## src/rtl/core_sequencer.sv

```systemverilog
// core_sequencer: multi-cycle FETCH/DECODE/EXECUTE/WRITEBACK control for the
// ID / Reg_File / EXE datapath. Owns pc, the instruction register and the
// retired-instruction counter; fetches over a simple req/ack handshake.
//
//  state     | meaning
//  ----------+-------------------------------------------------------------
//  IDLE      | wait for start pulse
//  FETCH     | imem_req high until imem_ack; capture imem_rdata into instr
//  DECODE    | ID settles from instr; halt here ends the program
//  EXECUTE   | EXE settles
//  WRITEBACK | single register-file commit, pc update, retired count
//  HALTED    | parked; only reset leaves
module core_sequencer #(
    parameter int                  PC_WIDTH = 32,
    parameter logic [PC_WIDTH-1:0] RESET_PC = '0,
    parameter int unsigned         PC_STEP  = 4
) (
    input  logic                clk,
    input  logic                rst,
    input  logic                start,
    output logic                imem_req,
    output logic [PC_WIDTH-1:0] imem_addr,
    input  logic                imem_ack,
    input  logic [31:0]         imem_rdata,
    output logic [31:0]         instr,
    input  logic                id_write_enable,
    output logic                rf_write_enable,
    input  logic                halt,
    input  logic                branch_taken,
    input  logic [PC_WIDTH-1:0] branch_target,
    output logic [PC_WIDTH-1:0] pc,
    output logic [2:0]          state,
    output logic                busy,
    output logic [31:0]         retired
);

    typedef enum logic [2:0] {
        S_IDLE      = 3'd0,
        S_FETCH     = 3'd1,
        S_DECODE    = 3'd2,
        S_EXECUTE   = 3'd3,
        S_WRITEBACK = 3'd4,
        S_HALTED    = 3'd5
    } state_t;

    state_t state_q;
    state_t state_nxt;

    localparam logic [PC_WIDTH-1:0] PC_INC = PC_WIDTH'(PC_STEP);

    assign state     = state_q;
    assign imem_addr = pc;

    // State register plus the datapath registers it controls.
    always_ff @(posedge clk) begin
        if (rst) begin
            state_q <= S_IDLE;
            pc      <= RESET_PC;
            instr   <= '0;
            retired <= '0;
        end else begin
            state_q <= state_nxt;
            if (state_q == S_FETCH && imem_ack) begin
                instr <= imem_rdata;
            end
            if (state_q == S_WRITEBACK) begin
                pc      <= branch_taken ? branch_target : pc + PC_INC;
                retired <= retired + 32'd1;
            end
        end
    end

    // Next-state decode and per-state outputs; unused codes recover to IDLE.
    always_comb begin
        state_nxt       = state_q;
        imem_req        = 1'b0;
        rf_write_enable = 1'b0;
        busy            = 1'b0;
        case (state_q)
            S_IDLE: begin
                if (start) state_nxt = S_FETCH;
            end
            S_FETCH: begin
                imem_req = 1'b1;
                busy     = 1'b1;
                if (imem_ack) state_nxt = S_DECODE;
            end
            S_DECODE: begin
                busy      = 1'b1;
                state_nxt = halt ? S_HALTED : S_EXECUTE;
            end
            S_EXECUTE: begin
                busy      = 1'b1;
                state_nxt = S_WRITEBACK;
            end
            S_WRITEBACK: begin
                busy            = 1'b1;
                rf_write_enable = id_write_enable;
                state_nxt       = S_FETCH;
            end
            S_HALTED: begin
                state_nxt = S_HALTED;
            end
            default: begin
                state_nxt = S_IDLE;
            end
        endcase
    end

endmodule

```

## config.mk

```make
export PLATFORM = sky130hd
export DESIGN_NAME = core_sequencer
export DESIGN_NICKNAME = d
export VERILOG_FILES = /design/src/rtl/core_sequencer.sv
export SDC_FILE = /design/constraint.sdc
export NUM_CORES = 1
export LEC_CHECK = 0
export ABC_AREA = 0
export CORE_ASPECT_RATIO = 1.2
export CORE_UTILIZATION = 44
export DETAILED_ROUTE_END_ITERATION = 8
export PLACE_DENSITY_LB_ADDON = 0.08
export REMOVE_ABC_BUFFERS = 1
export SLEW_MARGIN = 25
export SYNTH_ARGS = -nofsm -noshare
export SYNTH_HDL_FRONTEND = slang
export SYNTH_SLANG_ARGS = --single-unit
```

## constraint.sdc

```tcl
create_clock -name clk -period 3.2 [get_ports clk]
set_clock_uncertainty 0.15 [all_clocks]
set_input_delay 0.64 -clock clk [delete_from_list [all_inputs] [get_ports clk]]
set_output_delay 0.64 -clock clk [all_outputs]
set_load 0.1 [all_outputs]
```

# Yosys cells after proc, flatten, opt, wreduce, memory -nomap -nowiden
# Cells that the tools add are included.
# W data, S select, Z words.
# totals
wordCells,25
regBits,99
input_bits,71
output_inout_bits,134
# op_classes
n_mux,8
reduce_logical,4
add_sub_neg,2
n_eq_ne,7
# ops
operator,n
$add A32 B1 Y32 const B,1
$add A32 B3 Y32 const B,1
$mux W32,1
$pmux W3 S6,1
$mux W3,3
$eq A3 B2 Y1 const B,2
$eq A3 B3 Y1 const B,2
$ne A2 B2 Y1 const B,2
$reduce_or A4 Y1,1
$eq A3 B1 Y1 const B,1
$logic_not A3 Y1,1
$mux W1,3
$reduce_and A2 Y1,1
$logic_and A1 B1 Y1,1

# Logic depth before layout (Yosys ltp)
# depth
ltp_word,3
mapped_depth,7
depth_no_buf,5

# Least setup slack after synthesis
# Ideal clock, no wire load.
# synth_path
path_kind,register -> register
startpoint,register state_q[0] (netlist: state[0])
endpoint,register instr[10]
setup_ps,70
stages_incl_launch_ff,8
period_less_slack_ps,4748
path_buffers,3
setup_slack_ps,-1548
required_ps,2980
arrival_time_ps,4528
cell_sequence,dfxtp_1 -> buf_2 -> nor3b_1 -> and2_1 -> clkbuf_1 -> clkbuf_1 -> nand2_1 -> a21oi_1
# synth_via
elab_chain_cells,2
# synth_rtl
item,line,rtl
"start, declared",46,state_t state_q;
"start signal, assigned",62,state_q <= state_nxt;
$eq A3 B1 Y1,63,if (state_q == S_FETCH && imem_ack) begin
$logic_and A1 B1 Y1,63,
"end signal, assigned",64,instr <= imem_rdata;
"end, declared",25,"output logic [31:0] instr,"
# No other way between the ends.
# A chain may end at the register's enable or synchronous reset.

# Final worst setup path
# layout_path
startpoint,register state_q[2] (netlist: state[2])
endpoint,register retired[28]
# layout_via
elab_chain_cells,1
# layout_rtl
item,line,rtl
$eq A3 B3 Y1,66,if (state_q == S_WRITEBACK) begin
"end signal, assigned",68,retired <= retired + 32'd1;
"end, declared",34,output logic [31:0] retired
# No other way between the ends.

==> flow_summary_export.csv <==
group,metric,value,unit
global_route,grt_pass1_wl,23.7,mm
power,switchingPower,0.000881,W
run_status,status,"complete, no violations",
sta,layout_min_cycle_time,2.57,ns
cells_and_area,area_growth_syn_to_layout,36.1,%
global_route,antenna_found_initial,1,
power,p_seq_share,44.6,%
sta,setup_viol,0,
synthesis,synth_seq_area_share,38.6,%
cells_and_area,final_cells,964,
setup_path,critPathMaxFanout,17,
placed_design,dp_slack,0.652,ns
clocking,clockBufferDepth,2,
placed_design,dp_hpwl,10.6,mm
synthesis,synth_top_family_by_area,"simple AND/OR/NAND/NOR gates",
floorplanning,top_level_ports,205,
floorplanning,coreArea,0.0112,sq mm
power,clkPwrFrac,36.3,%
synthesis,yosys.area_share.simple,30.1,%
route,route.detailed.drc,0,
route,wl,15.2,mm
cells_and_area,drive_gt1_share,21.6,%
route,drt_iter0_drc,315,
clocking,cts-root-buf,"clkbuf_16",
route,viasPerCell,5.65,
sta,max_slew_margin,47.1,%
synthesis,ys_ff_latch,99,
placed_design,placed_cells,948,
floorplanning,start_util,45.9,%
clocking,cts.hold.buffers_added,0,
setup_path,worstSetupPathType,"reg2reg",
synthesis,yosys-top-cells-area,"dfxtp_1 39%, nand2_1 7.5%, a21oi_1 6.7%",
synthesis,ys_types,65,
route,dr.pass1.iters,5,
clocking,postCtsSetupBuffers,0,
placed_design,gp_congestion,0.813,
global_route,overflow,0,
route,ant_nets,0,
power,swShare,30.7,%
floorplanning,die_w,101,um
power,p_comb_share,19.1,%
clocking,cts_resized,0,
floorplanning,rows,42,
sta,max_freq,390,MHz
route,avgRoutedWirePerCell,15.7,um
synthesis,synth_top_cells_by_count,"102 x nand2_1, 99 x dfxtp_1, 69 x a21oi_1, 39 x clkbuf_1, 39 x nor2_1",
synthesis,post_synth_fa_ha_maj_area_fraction,0.488,%
synthesis,synth.most_common_cell,"nand2_1",
clocking,h-tree-depth,3,
floorplanning,die_h,120,um
global_route,grt_max_degree,80,
synthesis,yosys_warnings,0,
setup_path,endpoint_kind,"register",
power,ir_drop,0.299,mV
cells_and_area,antenna_cells,0,
synthesis,synthFlopType,"dfxtp_1",
clocking,clock_latency,0.34,ns
power,internal-power,0.00199,W
synthesis,synth_top_area_share,38.6,%
power,p_per_area,411,mW/mm^2
synthesis,syn_inst,659,
synthesis,synth_enable_flop_cells,0,
setup_path,crit_arrival,2.69,ns
job,maxCapViolCount,0,
setup_path,start_kind,"register",
global_route,grt_pass1_vias,4914,
synthesis,avgSynthCellArea,7.79,sq um
synthesis,yosysTopAreaCell,"dfxtp_1",
sta,tightest_slew,0.794,ns
setup_path,cp.required,3.33,ns
clocking,path_clk_slew,0.07,ns
worst_hold_path,hp-class,"reg2reg",
sta,final_max_slew_viol_count,0,
clocking,numCtsBuffers,9,
synthesis,synth_mux_area_share,1.05,%
placed_design,numPortBuffers,204,
synthesis,synth_xor_area_share,1.88,%
sta,finalSetupTns,0,ns
power,cellLeakagePower,2.60,nW
synthesis,synthArstFlopShare,0,%
global_route,grtUsageTotal,24.5,%
floorplanning,dieArea,0.0121,sq mm
sta,rsz0062_at_grt,"no",
sta,min_period_over_period,80.2,%
synthesis,synth_area,0.00513,sq mm
clocking,clock_sinks,99,
cells_and_area,fin_nets,878,
route,vias,5448,
sta,final.setup.worst_slack,0.635,ns
synthesis,synth_compound_area_share,18.5,%
clocking,cts_tree,"done",
sta,final-hold-violation-count,0,
[worst max-delay path, stage by stage, from the launching register on]
cell and delay, ns:
dfxtp_1 0.65, nand4bb_2 0.17, or4_1 0.80, or4_1 0.58, a21oi_1 0.15
[power by group through the flow]
stage | Combinational (W) | Sequential, W | Clock [W]
2_1_floorplan | 0.000106 | 0.00154 | 0
3_3_place_gp | 0.000544 | 0.00131 | 0
3_5_place_dp | 0.000548 | 0.00131 | 0
4_1_cts | 0.000549 | 0.00128 | 0.00107
5_1_grt | 0.000574 | 0.00128 | 0.00112
6_report | 0.000549 | 0.00128 | 0.00104
[registers in the layout, indices dropped and copies added (netlist names)]
name,flops
imem_addr,32
instr,32
state,3
retired,32
[final cells by class]
type	instances	area, sq um
clock buffer	11	253
clock inverter	5	36.3
fill	996	4210
inverter	14	52.6
multi-input combinational	468	2680
sequential	99	1980
tap	154	193
timing repair buffer	213	1790
[through the flow]
stage               cell area (sq um)  utilization [%]  power, W  hold WS (ns)
detailed placement               6700             59.8   0.00186         0.298
floorplan                        4710                -   0.00165         0.559
finish                           6990             62.4   0.00287         0.305
global route                     6990             62.4   0.00298         0.320
CTS                              6990             62.4   0.00290         0.307
global placement                 6700             59.8   0.00185         0.292
[cells in the final DEF (no fill, tap or decap), drive strengths merged, types with 15 or more instances in the layout]
master	n
nand3	28
buf	145
o21ai	24
dfxtp	99
a31oi	15
clkdlybuf4s50	68
nand2	102
nor3	21
nand4	30
a21oi	69
nor2	39
[per-layer routing]
layer	wire length, um	track usage (%)
met2	7460	42.2
met4	481	13.2
met3	963	3.18
met1	6240	29.3
met5	13	0
[worst paths after layout]
path	startpoint	to	slack [ns]	depth (start not counted)
hold / removal	instr[17]$_SDFFE_PP0P_	instr[17]$_SDFFE_PP0P_	0.30	2
setup reg to reg	state[2]$_SDFFE_PP0P_	retired[28]$_SDFFE_PP0N_	0.63	4
setup / recovery	state[2]$_SDFFE_PP0P_	retired[28]$_SDFFE_PP0N_	0.63	4
hold reg to reg	instr[17]$_SDFFE_PP0P_	instr[17]$_SDFFE_PP0P_	0.30	2
[cell families (layout without fill, tap and decap cells)]
family,count (synthesis),after routing
xor+xnor,11,11
mux,5,5
buf+inv,92,243
flops,99,99
simple gates,295,295
fa+ha+maj,2,2
compound gates,155,155
No activity file was read; power rests on OpenSTA's default activity.
